===== src/rtl/serving_mem_arbiter.sv =====
// ============================================================================
// serving_mem_arbiter
//
// Purpose:
//   Shares the single Wishbone RAM port of the serving SoC between the SERV
//   core (internal requester) and the AXI2WB bridge master (external
//   requester). Arbitration is round-robin, and each grant covers exactly one
//   Wishbone transaction. The five memory mux select lines read 1 while the
//   external requester owns the RAM and 0 otherwise.
//
// Optional feature (compile-time macro ARB_TIMEOUT_EN):
//   When defined, a grant that sees no i_mem_ack for TIMEOUT grant cycles is
//   force-terminated. The granted requester gets ack = 1 and rdt = 0, and
//   o_err pulses for that one cycle. When undefined, no counter is built,
//   o_err is tied to 0 and a grant waits indefinitely for the RAM.
//
// Parameters:
//   AW      byte address width; word address buses are [AW-1:2]
//   TIMEOUT grant cycles allowed without ack (ARB_TIMEOUT_EN only)
//
// Ports:
//   i_clk, i_rst_n            clock, asynchronous active-low reset
//   i_cpu_*                   core Wishbone request (stb held until ack)
//   o_cpu_rdt, o_cpu_ack      core response
//   i_ext_*                   bridge Wishbone request (same semantics)
//   o_ext_rdt, o_ext_ack      bridge response
//   o_mem_*                   RAM Wishbone port (muxed from the grant)
//   i_mem_rdt, i_mem_ack      RAM response
//   o_sel_radr/wadr/wdata/rdata/wen  mux selects, 1 = external owns RAM
//   o_err                     timeout pulse
// ============================================================================
module serving_mem_arbiter #(
    parameter int AW      = 12,
    parameter int TIMEOUT = 255
) (
    input  logic          i_clk,
    input  logic          i_rst_n,
    // core port
    input  logic [AW-1:2] i_cpu_adr,
    input  logic [31:0]   i_cpu_dat,
    input  logic [3:0]    i_cpu_sel,
    input  logic          i_cpu_we,
    input  logic          i_cpu_stb,
    output logic [31:0]   o_cpu_rdt,
    output logic          o_cpu_ack,
    // bridge port
    input  logic [AW-1:2] i_ext_adr,
    input  logic [31:0]   i_ext_dat,
    input  logic [3:0]    i_ext_sel,
    input  logic          i_ext_we,
    input  logic          i_ext_stb,
    output logic [31:0]   o_ext_rdt,
    output logic          o_ext_ack,
    // RAM port
    output logic [AW-1:2] o_mem_adr,
    output logic [31:0]   o_mem_dat,
    output logic [3:0]    o_mem_sel,
    output logic          o_mem_we,
    output logic          o_mem_stb,
    input  logic [31:0]   i_mem_rdt,
    input  logic          i_mem_ack,
    // mux selects
    output logic          o_sel_radr,
    output logic          o_sel_wadr,
    output logic          o_sel_wdata,
    output logic          o_sel_rdata,
    output logic          o_sel_wen,
    output logic          o_err
);

    typedef enum logic [1:0] {
        IDLE    = 2'd0,
        GNT_CPU = 2'd1,
        GNT_EXT = 2'd2
    } state_t;

    state_t r_state;
    logic   r_last_ext;

    logic   w_gnt_cpu;
    logic   w_gnt_ext;
    logic   w_gnt_stb;
    logic   w_timeout;
    logic   w_done;

    assign w_gnt_cpu = (r_state == GNT_CPU);
    assign w_gnt_ext = (r_state == GNT_EXT);
    // stb of whichever requester currently owns the RAM (0 in IDLE)
    assign w_gnt_stb = (w_gnt_cpu & i_cpu_stb) | (w_gnt_ext & i_ext_stb);

`ifdef ARB_TIMEOUT_EN
    localparam int CW = $clog2(TIMEOUT + 1);
    logic [CW-1:0] r_cnt;

    // The counter holds the number of completed ack-less grant cycles, so it
    // equals TIMEOUT-1 during the TIMEOUT-th grant cycle, which is the cycle
    // that is force-terminated.
    assign w_timeout = w_gnt_stb & ~i_mem_ack & (r_cnt == CW'(TIMEOUT - 1));
    logic w_unused;
    assign w_unused = 1'b0;
`else
    assign w_timeout = 1'b0;
    logic w_unused;
    assign w_unused = (TIMEOUT == 0);
`endif

    // A transaction ends on a RAM ack or a forced timeout
    assign w_done = (w_gnt_cpu | w_gnt_ext) & (i_mem_ack | w_timeout);

    // Grant FSM: round-robin pick in IDLE, one transaction per grant
    always_ff @(posedge i_clk or negedge i_rst_n) begin
        if (!i_rst_n) begin
            r_state    <= IDLE;
            r_last_ext <= 1'b0;
`ifdef ARB_TIMEOUT_EN
            r_cnt      <= '0;
`endif
        end else begin
            case (r_state)
                IDLE: begin
`ifdef ARB_TIMEOUT_EN
                    r_cnt <= '0;
`endif
                    if (i_cpu_stb && i_ext_stb) begin
                        // tie goes to whoever was not served last
                        r_state <= r_last_ext ? GNT_CPU : GNT_EXT;
                    end else if (i_cpu_stb) begin
                        r_state <= GNT_CPU;
                    end else if (i_ext_stb) begin
                        r_state <= GNT_EXT;
                    end else begin
                        r_state <= IDLE;
                    end
                end
                GNT_CPU, GNT_EXT: begin
                    if (w_done) begin
                        r_state    <= IDLE;
                        r_last_ext <= w_gnt_ext;
                    end else if (!w_gnt_stb) begin
                        // requester abandoned the cycle: release without ack
                        r_state <= IDLE;
                    end else begin
                        r_state <= r_state;
`ifdef ARB_TIMEOUT_EN
                        r_cnt   <= r_cnt + CW'(1);
`endif
                    end
                end
                default: begin
                    r_state <= IDLE;
                end
            endcase
        end
    end

    // RAM request mux: follows the registered grant, all zero in IDLE
    always_comb begin
        o_mem_adr = '0;
        o_mem_dat = 32'h0000_0000;
        o_mem_sel = 4'h0;
        o_mem_we  = 1'b0;
        o_mem_stb = 1'b0;
        if (w_gnt_ext) begin
            o_mem_adr = i_ext_adr;
            o_mem_dat = i_ext_dat;
            o_mem_sel = i_ext_sel;
            o_mem_we  = i_ext_we;
            o_mem_stb = i_ext_stb;
        end else if (w_gnt_cpu) begin
            o_mem_adr = i_cpu_adr;
            o_mem_dat = i_cpu_dat;
            o_mem_sel = i_cpu_sel;
            o_mem_we  = i_cpu_we;
            o_mem_stb = i_cpu_stb;
        end else begin
            o_mem_stb = 1'b0;
        end
    end

    // Response routing: only the granted requester sees ack/rdt; a timeout
    // acks with zero data. Acks arriving in IDLE reach nobody.
    always_comb begin
        o_cpu_ack = 1'b0;
        o_cpu_rdt = 32'h0000_0000;
        o_ext_ack = 1'b0;
        o_ext_rdt = 32'h0000_0000;
        if (w_gnt_cpu) begin
            o_cpu_ack = i_mem_ack | w_timeout;
            o_cpu_rdt = i_mem_ack ? i_mem_rdt : 32'h0000_0000;
        end else if (w_gnt_ext) begin
            o_ext_ack = i_mem_ack | w_timeout;
            o_ext_rdt = i_mem_ack ? i_mem_rdt : 32'h0000_0000;
        end else begin
            o_cpu_ack = 1'b0;
            o_ext_ack = 1'b0;
        end
    end

    assign o_sel_radr  = w_gnt_ext;
    assign o_sel_wadr  = w_gnt_ext;
    assign o_sel_wdata = w_gnt_ext;
    assign o_sel_rdata = w_gnt_ext;
    assign o_sel_wen   = w_gnt_ext;
    assign o_err       = w_timeout;

endmodule


===== config.mk =====
export PLATFORM = sky130hd
export DESIGN_NAME = serving_mem_arbiter
export DESIGN_NICKNAME = d
export VERILOG_FILES = /design/src/rtl/serving_mem_arbiter.sv
export SDC_FILE = /design/constraint.sdc
export NUM_CORES = 1
export LEC_CHECK = 0
export CORE_AREA = 5 5 94 96
export CTS_CLUSTER_DIAMETER = 50
export DETAILED_ROUTE_END_ITERATION = 8
export DIE_AREA = 0 0 99 101
export DONT_BUFFER_PORTS = 1
export MAX_ROUTING_LAYER = met4
export PLACE_DENSITY = 0.3
export SLEW_MARGIN = 5
export SYNTH_ARGS = -nofsm -noshare
export SYNTH_HDL_FRONTEND = slang
export SYNTH_SLANG_ARGS = --single-unit

===== constraint.sdc =====
create_clock -name i_clk -period 1.9 [get_ports i_clk]
set_clock_uncertainty 0.05 [all_clocks]
set_input_delay 0.095 -clock i_clk [delete_from_list [all_inputs] [get_ports i_clk]]
set_output_delay 0.095 -clock i_clk [all_outputs]
set_load 0.05 [all_outputs]

; Yosys cells after proc, flatten, opt, wreduce, memory -nomap -nowiden
; Cells that the tools add are included.
[word_totals]
output_inout_bits = 120
wordCells = 38
ff_bits = 3
inputBits = 131
[classes]
n_bitwise = 5
muxes = 24
n_reduce_logical = 4
eq_ne = 3
[op_table]
columns = cell, n
row1 = two-way mux 32 bit, 6
row2 = two-way mux 10 bit, 2
row3 = two-way mux 2 bit, 6
row4 = two-way mux 4 bit, 2
row5 = two-way mux 1 bit, 7
row6 = case mux 2 bit (2 select lines), 1
row7 = bitwise AND 1 bit, 3
row8 = != test 3 bit (second input constant), 1
row9 = == test 2 x 1 -> 1 bit (second input constant), 1
row10 = == test 2 bit (second input constant), 1
row11 = zero test 2 bit, 1
row12 = bitwise OR 1 bit, 2
row13 = AND reduction 2 bit, 1
row14 = OR reduction 2 bit, 1
row15 = logical AND 1 bit, 1

; Depth between registers and ports, before layout
; Gate-level depths: netlist of the first run.
[depth]
word_depth = 6
mapped_depth = 7
depth_no_buf = 5

; Worst setup path after synthesis of the first run
; No wires, ideal clock.
[synth_timing]
path_type = reg2out
startpoint = register r_state[0]
endpoint = output port o_mem_adr[10] (netlist name)
t_required_ps = 1755
arrival_time_ps = 2347
path_buffers = 2
path_stages_with_launch = 6
path_slack_ps = -592
path_cell_list = dfrtp_1 -> inv_1 -> ha_1 -> buf_2 -> buf_2 -> o21ai_0
[synth_between]
word_cells_on_any_way = 4
classes_between = eq/ne (2) / mux (2)
[synth_rtl]
columns = element, line_no
row1 = "start, declared", 77  ; state_t r_state;
row2 = "start signal, assigned", 126  ; r_state <= r_last_ext ? GNT_CPU : GNT_EXT;
row3 = "start signal, assigned", 143  ; r_state <= r_state;
row4 = == test 2 bit, 87  ; assign w_gnt_ext = (r_state == GNT_EXT);
row5 = via o_sel_radr, 63  ; output logic o_sel_radr,
row6 = two-way mux 10 bit, 163  ; if (w_gnt_ext) begin
row7 = "end, declared", 55  ; output logic [AW-1:2] o_mem_adr,
; The timed path passes the listed nets, and every way through them passes these cells.

; Worst setup path after layout of the first run
[layout_timing]
startpoint = register r_state[1]
endpoint = output port o_mem_dat[6]
[layout_between]
elab_chain_cells = 3
word_cells_on_any_way = 4
classes_between = eq/ne (2) / mux (2)
[layout_rtl]
columns = element, line_no
row1 = == test 2 x 1 -> 1 bit, 86  ; assign w_gnt_cpu = (r_state == GNT_CPU);
row2 = two-way mux 32 bit, 169  ; end else if (w_gnt_cpu) begin
row3 = two-way mux 32 bit (*), 163
row4 = "end, declared", 56  ; output logic [31:0] o_mem_dat,
; Mark *: on every way between the ends. The rest lies on a longest branch, timed or not.

==> summary.txt, run 1 <==
Outcome
  – Outcome: complete, but fails checks
  – Violated checks: setup timing

Synth
  – Seq/Total Area, Yosys: 0.0610
  – EDFF count, synth: 0
  – Netlist cell types: 21
  – Syn_area_per_cell: approximately 7.5 µm²
  – Synthesized netlist net count: between 200 and 300
  – Ys async rst share: 1.00
  – Post-Syn Area: roughly 1200 µm²
  – Post-synthesis cell count: between 150 and 200
  – Leading cell type by number of instances after synthesis: a22o_1
  – Synth cell count leaders: a22o_1 (46), and2_1 (33), and3_1 (32)
  – Largest cells by area after synthesis: a22o_1 (33%), and2_1 (17%), and3_1 (16%), dfrtp_1 (6.1%), buf_6 (5.5%)
  – Area share of the largest cell type after synthesis: 0.328
  – Yosys warning count: 0
  – Synthesis-stage register bit count: 3
  – Ys flop type: dfrtp_1
  – Post-synth top area cell: a22o_1

Global routing
  – Largest net degree at the start of global routing: ~50
  – Vias in the first global route: roughly 1600
  – First-pass GRT wire length: a little over 9 mm
  – Initial antenna violation count: 0
  – GRT Total Usage: 0.120
  – Overflow after GRT: 0

Place
  – Placed Cells: around 350
  – Pre-CTS setup slack: 0.231 ns
  – IO buf count: 0
  – Placed inst area: between 3000 and 4000 µm²
  – Final GP Congestion: between 0.7 and 0.8
  – Post-DP HPWL: between 6 and 7 mm

Layout
  – Non-Filler Instances: between 300 and 400
  – Area Overhead vs Synth: 194%
  – Multi-input logic area: 1040 µm²
  – Final Instance Area: ~3600 µm²
  – Reg area: between 70 and 80 µm²
  – Share of post-route cells with drive strength above 1: 0.567
  – Antenna fix cells: 0
  – Fillers: 721
  – Layout net count: 398

Setup path
  – CP max stage cell: dfrtp_1
  – Reg2reg setup slack: approximately 0.37 ns
  – Startpoint types: flop
  – Worst-path cell chain: buf_4 -> ha_4 -> buf_6 -> nor2b_4 -> buf_12 -> a22o_1 -> buf_12
  – Crit path capture type: primary output
  – Crit path max-delay family: buffers and inverters
  – Most used cell, CP: buf_12
  – Kind of critical path: reg2out
  – CP peak stage delay: 0.37 ns
  – Data required, critical path: 1.75 ns
  – CP Buf/Inv Count: 4
  – CP max FO: 46
  – CP arrival: 1.76 ns

Clock network
  – CTS tree: done
  – CTS sink cnt: 3
  – Root Driver: clkbuf_8
  – H-tree level count: 1
  – Number of CTS-inserted buffers: 3
  – Clock slew at reported path FFs: about 0.030 ns
  – Clock Path Buffers: 2
  – Clock latency on the worst-skew pair: between 0.2 and 0.25 ns

Job
  – MaxCap Viol Count: 0

Min path
  – Hold WC Path Type: in2reg

Drt
  – Via count: roughly 1700
  – Post-DRT Antenna Nets: 0
  – Routed wire length per instance: just under 20 µm
  – DR vias/cell: approximately 4.7
  – Initial DRC Count: 40
  – WL final: between 7 and 8 mm
  – DRC: 0
  – Drt first pass iters: 4

STA
  – Hold_ws: approximately 0.0022 ns
  – Max Clk Rate: about 530 MHz
  – Setup WS post-layout: -0.00297 ns
  – Setup TNS: -0.00297 ns
  – Final Max Tran Viols: 0
  – Tcrit/Tclk final: 1.00
  – Final hold vios: 0
  – Minimum clock period: 1.90 ns
  – RSZ-0062 raised after global routing: yes
  – Setup Viol. Count Final: 1

Pwr
  – P per Cell Area: roughly 1400 nW/µm²
  – Static Leak: about 1.6 nW
  – Maximum VDD drop: ~0.88 mV

Die
  – Die height: around 100 µm
  – Rows: 33
  – Chip Width: around 99 µm
  – Die Area: ~10000 µm²
  – Initial Util: 0.154
  – Core Box Area: ~8000 µm²
  – # IOs: around 250
[what timing repair did]
action | 4_1_cts | 5_1_grt
endpoints found under the hold margin | 3 | 0
setup endpoints to repair | 0 | 78
hold buffers | 1 | 0
resized for setup | 0 | 19
buffers inserted | 0 | 5
[per-layer routing]
| metal | share of wire | vias to the layer above | global-route usage | wire length (µm) |
|---|---|---|---|---|
| met2 | 0.56 | 124 | 0.208 | 4020 |
| met5 | 0 | - | - | 0 |
| li1 | - | 801 | - | - |
| met3 | 0.084 | 4 | 0.0311 | 610 |
| met4 | 0.0057 | 0 | 0.0221 | 41 |
| met1 | 0.35 | 787 | 0.140 | 2550 |
[report_power, final]
group | switching [mW] | internal, mW
Combinational | 2.73 | 2.23
Clock | 0.0409 | 0.143
Sequential | 0.0165 | 0.0858
Total | 2.79 | 2.46
[cell type report]
class	instances	area share
clock buffers	4	0.0124
inverters	3	0.00311
multi-input cells	133	0.287
flip-flops and latches	3	0.0207
well taps	105	0.0363
repair buffers	120	0.640
[path summary, 6_finish.rpt]
check / start / endpoint / depth (start not counted)
max: r_state[1]$_DFFE_PN0P_ / o_mem_dat[6] / 7
max reg2reg: r_state[1]$_DFFE_PN0P_ / r_state[0]$_DFFE_PN0P_ / 6
max in group asynchronous: i_rst_n / r_state[0]$_DFFE_PN0P_ / 1
min in group asynchronous: i_rst_n / r_state[1]$_DFFE_PN0P_ / 1
min: i_ext_stb / r_state[1]$_DFFE_PN0P_ / 2
min reg2reg: r_last_ext$_DFFE_PN0P_ / r_last_ext$_DFFE_PN0P_ / 1
[layout by cell type, fill, tap and decap left out, types with 2 or more instances in the layout]
cell / instances
clkbuf_16: 3
a22o_1: 45
and2_4: 10
and3_1: 32
mux2i_1: 2
buf_4: 5
dfrtp_1: 3
buf_8: 2
and2_1: 14
ha_4: 2
clkbuf_8: 3
buf_6: 2
buf_12: 107
nand2_1: 7
inv_1: 2
and2_2: 9
[worst register-to-register path, stage by stage, from the launching register on]
cell	delay, ns
dfrtp_1	0.37
inv_1	0.13
ha_4	0.19
buf_12	0.15
nand2_1	0.08
a21oi_1	0.25
mux2i_1	0.23
[sequential cells by signal, indices dropped and copies added (netlist names)]
register    flops
r_state         2
r_last_ext      1
[stage by stage]
step	util	total power, mW
detailed placement	0.422	4.88
floorplan	-	2.79
global placement	0.422	4.86
global route	0.454	5.42
CTS	0.429	5.07
finish	0.454	5.24
[cells by family (layout without fill, tap and decap cells)]
group,Yosys count,after routing,share of synthesized area
and+or+nand+nor,76,76,0.381
AOI/OAI and AO/OA,50,50,0.346
buffers and inverters,29,127,0.153
adders and majority gates,3,3,0.0305
muxes,3,3,0.0254
DFF,3,3,0.0610
other,1,1,0.00305
Note: power is estimated with default switching activity, not from simulation.
==> run 2: changes to the inputs <==
Settings changed: REMOVE_ABC_BUFFERS set to 1.
==> run 2 against run 1 <==
The run now ends clean. Critical path type unchanged. Clock-buffer cell count did not move. Critical path depth unchanged. Maximum frequency rose by 4.4%. Clock power is essentially flat. Register-to-register slack got worse by 0.09 ns. Cell count is 0.82% higher. Die area is the same. Via count unchanged. Flip-flop and latch count did not move. Wire length rose by 5.1%. Cell area is 1.8% higher.
==> summary.txt, run 2 (synthesis results as in run 1) <==
Job
  – MaxCap Viol Count: 0 (unchanged)

Setup path
  – CP arrival: 1.68 ns (-0.08 ns)
  – Startpoint types: flop
  – Reg2reg setup slack: 0.28 ns (-0.09 ns)
  – CP max FO: 23 (-50%)
  – Crit path capture type: primary output
  – Kind of critical path: reg2out
  – Data required, critical path: 1.75 ns (about the same)

Layout
  – Antenna fix cells: 0 (unchanged)
  – Share of post-route cells with drive strength above 1: 0.504 (-0.0628)
  – Non-Filler Instances: 371 (+0.82%)
  – Largest registers: r_state (2), r_last_ext (1)
  – Area Overhead vs Synth: 200%
  – Most frequent cells in the layout: buf_12 (116), a22o_1 (44), and2_1 (33)
  – Commonest non-fill, non-tap cell in the layout: buf_12
  – Layout net count: 401 (+0.75%)
  – Max FFs per register: 2 (unchanged)
  – Reg with most FFs: r_state

Drt
  – Post-DRT Antenna Nets: 0 (unchanged)
  – WL final: 7.60 mm (+5.1%)
  – Initial DRC Count: 32 (-20%)
  – Via count: 1716 (unchanged)
  – DR vias/cell: 4.63 (-0.81%)
  – Routed wire length per instance: 20.5 µm (+4.3%)
  – Drt first pass iters: 4 (unchanged)
  – DRC: 0 (unchanged)

Clock network
  – Root Driver: clkbuf_8
  – CTS tree: done
  – H-tree level count: 1 (unchanged)
  – Clock Path Buffers: 2 (unchanged)
  – Clock slew at reported path FFs: 0.03 ns (about the same)
  – CTS sink cnt: 3 (unchanged)
  – Number of CTS-inserted buffers: 3 (unchanged)
  – Clock latency on the worst-skew pair: 0.21 ns (about the same)

Pwr
  – Sw power: 2.79 mW (+0.19%)
  – Logic pwr share: 0.945 (about the same)
  – Net Sw Frac: 0.534 (+0.00287)
  – Flop pwr share: 0.020 (about the same)
  – P per Cell Area: 1420 nW/µm² (-2.1%)
  – Maximum VDD drop: 0.768 mV (-12%)
  – Cell Int Power: 2.43 mW (-0.96%)
  – Clock power frac: 0.035 (about the same)
  – Static Leak: 1.61 nW (+0.94%)

STA
  – RSZ-0062 raised after global routing: no
  – Max Clk Rate: 549 MHz (+4.4%)
  – Final hold vios: 0 (unchanged)
  – Minimum clock period: 1.82 ns (-0.0809 ns)
  – Setup TNS: 0 ns (+0.00297 ns)
  – Final Max Tran Viols: 0 (unchanged)
  – Setup Viol. Count Final: 0 (-1)
  – Tcrit/Tclk final: 0.959 (-0.0426)

Global routing
  – GRT Total Usage: 0.135 (+0.0151)
  – First-pass GRT wire length: 10.6 mm (+15%)
  – Vias in the first global route: 1820 (+13%)
  – Initial antenna violation count: 0 (unchanged)
  – Largest net degree at the start of global routing: 53 (+8.2%)
  – Overflow after GRT: 0 (unchanged)

Die
  – Die Area: 10000 µm² (unchanged)
  – Rows: 33 (unchanged)
  – Core Box Area: 7970 µm² (unchanged)
  – Initial Util: 0.154 (unchanged)
  – Chip Width: 99 µm (unchanged)
  – Die height: 101 µm (unchanged)
  – # IOs: 251 (unchanged)

Min path
  – Hold WC Path Type: in2reg

Place
  – Final GP Congestion: 0.760 (+8.2%)
  – Placed Cells: 363 (+2.5%)
  – IO buf count: 0 (unchanged)
  – Post-DP HPWL: 6.39 mm (+4.4%)

Outcome
  – Outcome: finished clean
## run 2: cell types whose count changed in the layout (fill, tap and decap cells not counted), moves of 2 or more
cell and delta:
and2_2 -9, buf_12 +9, and2_1 +19, and2_4 -10, buf_8 -2, clkbuf_16 -2, buf_6 -2
## run 2: metrics by stage
stage	setup slack (ns)	util	instance area, µm²	power [mW]	hold slack [ns]
floorplan	-2.91	-	1050	2.59	-0.251
global placement	0.218	0.443	3530	4.91	-0.250
detailed placement	0.129	0.443	3530	4.93	-0.250
CTS	0.0322	0.455	3620	5.19	0.00137
global route	0.0000644	0.463	3690	5.41	0.00740
finish	0.0779	0.463	3690	5.22	0.00183
## run 2: worst max-delay path, cell delays in order (launching register included)
cell     delay [ns]
dfrtp_1        0.40
inv_2          0.10
ha_4           0.17
nor2b_4        0.16
buf_12         0.13
buf_16         0.15
a22o_1         0.19
buf_12         0.15
## run 2: repair_timing
item                       4_1_cts  5_1_grt
hold endpoints to repair         3        0
setup endpoints to repair       78       51
buffers inserted                 0        1
hold buffers                     1        0
resized for setup                4        3
gates cloned                     1        1
## run 2: path summary, 6_finish.rpt
path	cells past startpoint	start	endpoint
min reg2reg	1	r_last_ext$_DFFE_PN0P_	r_last_ext$_DFFE_PN0P_
max reg2reg	6	r_state[0]$_DFFE_PN0P_	r_state[0]$_DFFE_PN0P_
max in group asynchronous	1	i_rst_n	r_last_ext$_DFFE_PN0P_
min in group asynchronous	1	i_rst_n	r_state[1]$_DFFE_PN0P_
max	7	r_state[1]$_DFFE_PN0P_	o_mem_dat[18]
min	2	i_ext_stb	r_state[1]$_DFFE_PN0P_
## run 2: cell type report
class,count,area (µm²)
well taps,105,131
fillers,727,4280
multi-input cells,133,1010
repair buffers,123,2410
flip-flops and latches,3,75.1
inverters,3,11.3
clock buffers,4,45.0
## run 2: metal layers
metal,vias up,GRT usage,part of all wire
met5,-,-,0
met3,2,0.0429,0.12
li1,803,-,-
met2,142,0.245,0.53
met4,0,0.0179,0.0045
met1,769,0.147,0.35
## run 2: power by group through the flow
| stage | combinational, mW | sequential (mW) | clock, mW |
|---|---|---|---|
| floorplan | 2.49 | 0.0960 | 0 |
| global placement | 4.81 | 0.102 | 0 |
| detailed placement | 4.83 | 0.102 | 0 |
| CTS | 4.89 | 0.106 | 0.189 |
| global route | 5.10 | 0.109 | 0.200 |
| finish | 4.93 | 0.107 | 0.183 |
==> run 3: changes to the inputs <==
Settings changed: GPL_TIMING_DRIVEN set to 0.
==> run 3 against run 2 <==
The run now ends with setup timing left. Worst setup slack worse by 0.10 ns. Largest power group unchanged. Die area unchanged. Highest routed layer unchanged. Cell count down 25%. Critical path type unchanged. Critical path depth down 2.
==> summary.txt, run 3 (synthesis results as in run 1) <==
Outcome
  – Outcome: complete, but fails checks
  – Violated checks: setup timing

Min path
  – Hold_sp: i_ext_stb
  – Hold WC Path Type: in2reg

Drt
  – Routed wire length per instance: 25.3 µm (+23%)
  – Post-DRT Antenna Nets: 0 (unchanged)
  – Drt first pass iters: 4 (unchanged)
  – DR vias/cell: 5.25 (+14%)
  – Initial DRC Count: 42 (+31%)
  – WL final: 7.05 mm (-7.2%)
  – Via count: 1465 (-15%)
  – DRC: 0 (unchanged)

Die
  – Core Box Area: 7970 µm² (unchanged)
  – Chip Width: 99 µm (unchanged)
  – Initial Util: 0.154 (unchanged)
  – Die height: 101 µm (unchanged)
  – Rows: 33 (unchanged)
  – # IOs: 251 (unchanged)
  – Die Area: 10000 µm² (unchanged)

Layout
  – Largest registers: r_state (2), r_last_ext (1)
  – Reg with most FFs: r_state
  – Final core occ: 0.254 (-0.209)
  – Area Overhead vs Synth: 64.5%
  – Layout net count: 309 (-23%)
  – Most frequent cells in the layout: a22o_4 (28), and2_2 (24), a22o_2 (18)
  – Fillers: 853 (+17%)
  – Share of post-route cells with drive strength above 1: 0.787 (+0.284)
  – Commonest non-fill, non-tap cell in the layout: a22o_4
  – Max FFs per register: 2 (unchanged)
  – Antenna fix cells: 0 (unchanged)
  – Final Instance Area: 2020 µm² (-45%)
  – Non-Filler Instances: 279 (-25%)

Pwr
  – Power, Total: 3.93 mW (-25%)
  – Maximum VDD drop: 1.50 mV (+95%)
  – Flop pwr share: 0.027 (+0.007)
  – Clock power frac: 0.047 (+0.012)
  – Static Leak: 0.953 nW (-41%)
  – P per Cell Area: 1940 nW/µm² (+37%)
  – Net Sw Frac: 0.673 (+0.139)
  – Sw power: 2.65 mW (-5.2%)
  – Logic pwr share: 0.926 (-0.019)
  – Cell Int Power: 1.29 mW (-47%)

STA
  – Setup TNS: -0.115 ns (-0.115 ns)
  – Final Max Tran Viols: 0 (unchanged)
  – Worst slew margin: 0.662
  – Minimum clock period: 1.92 ns (+0.103 ns)
  – Setup Viol. Count Final: 6 (+6)
  – Setup WS post-layout: -0.0248 ns (-0.103 ns)
  – RSZ-0062 raised after global routing: yes
  – Worst-Margin Slew: between 0.5 and 0.6 ns
  – Tcrit/Tclk final: 1.01 (+0.0540)
  – Hold_ws: 0.0230 ns (+0.0211 ns)
  – Max Clk Rate: 520 MHz (-5.3%)
  – Final hold vios: 0 (unchanged)

Place
  – Placed Cells: 245 (-33%)
  – Final GP Congestion: 0.672 (-12%)
  – Post-DP HPWL: 4.37 mm (-32%)
  – Placed inst area: 1220 µm² (-65%)
  – Pre-CTS setup slack: -1.14 ns (-1.26 ns)
  – IO buf count: 0 (unchanged)

Clock network
  – CTS sink cnt: 3 (unchanged)
  – CTS tree: done
  – Number of CTS-inserted buffers: 3 (unchanged)
  – Clock slew at reported path FFs: 0.03 ns (about the same)
  – H-tree level count: 1 (unchanged)
  – Clock Path Buffers: 2 (unchanged)
  – Clock latency on the worst-skew pair: 0.22 ns (about the same)
  – Root Driver: clkbuf_8

Setup path
  – CP max stage cell: nor2_4
  – Crit path capture type: primary output
  – CP peak stage delay: 0.40 ns (about the same)
  – Critical path origin: r_state[0]$_DFFE_PN0P_
  – Startpoint types: flop
  – Reg2reg setup slack: 0.14 ns (-0.14 ns)
  – Worst-path cell chain: buf_6 -> ha_4 -> buf_12 -> nor2_4 -> and2_4
  – CP arrival: 1.78 ns (+0.10 ns)
  – CP max FO: 8 (-65%)
  – Kind of critical path: reg2out
  – Data required, critical path: 1.75 ns (about the same)
  – Crit Reg-Reg Startpoint: r_state[1]$_DFFE_PN0P_

Global routing
  – Initial antenna violation count: 0 (unchanged)
  – First-pass GRT wire length: 8.80 mm (-17%)
  – GRT Total Usage: 0.115 (-0.0197)
  – Largest net degree at the start of global routing: 37 (-30%)
  – Overflow after GRT: 0 (unchanged)
  – Vias in the first global route: 1558 (-14%)

Job
  – MaxCap Viol Count: 0 (unchanged)
run 3: cell count changes in the layout (fill, tap and decap cells not counted), sizes merged:
cell   before  now
buf       121   23
nor2        1    4
nor2b       1    4
run 3: power by group through the flow:
stage	sequential (mW)	combinational, mW	clock, mW
2_1_floorplan	0.0960	2.49	0
3_3_place_gp	0.0986	2.49	0
3_5_place_dp	0.102	2.71	0
4_1_cts	0.105	3.32	0.192
5_1_grt	0.109	3.78	0.193
6_report	0.105	3.64	0.185
run 3: layer usage:
| metal | wire (µm) | global-route usage | vias up |
|---|---|---|---|
| li1 | - | - | 625 |
| met4 | 20 | 0.0168 | 0 |
| met1 | 2470 | 0.127 | 694 |
| met5 | 0 | - | - |
| met3 | 537 | 0.0104 | 4 |
| met2 | 4020 | 0.226 | 142 |
run 3: worst max-delay path, delay by kind of cell, from the launching register on:
kind	cells	cell delay [ns]
fa+ha+maj	1	0.16
buf+inv	2	0.27
flops	1	0.39
simple gates	2	0.73
run 3: timing repair:
| item | 4_1_cts | 5_1_grt |
|---|---|---|
| pin swaps | 3 | 3 |
| hold buffers | 1 | 0 |
| hold endpoints to repair | 3 | 0 |
| resized for setup | 117 | 33 |
| cloned | 6 | 1 |
| endpoints found under the setup margin | 116 | 72 |
| buffers inserted | 15 | 7 |
run 3: area by class of cell:
| cell class | instances | area [µm²] | area share |
|---|---|---|---|
| Multi-Input combinational cell | 139 | 1440 | 0.711 |
| Tap cell | 105 | 131 | 0.0649 |
| Timing Repair Buffer | 25 | 323 | 0.160 |
| Sequential cell | 3 | 75.1 | 0.0371 |
| Clock buffer | 4 | 45.0 | 0.0223 |
| Inverter | 3 | 11.3 | 0.00557 |
run 3: worst paths after layout:
| path | endpoint | cells past startpoint |
|---|---|---|
| max in group asynchronous | r_state[1]$_DFFE_PN0P_ | 1 |
| min in group asynchronous | r_state[0]$_DFFE_PN0P_ | 1 |
| setup / recovery | o_ext_rdt[5] | 5 |
| hold / removal | r_state[1]$_DFFE_PN0P_ | 2 |
| setup reg to reg | r_state[0]$_DFFE_PN0P_ | 7 |
| hold reg to reg | r_last_ext$_DFFE_PN0P_ | 1 |
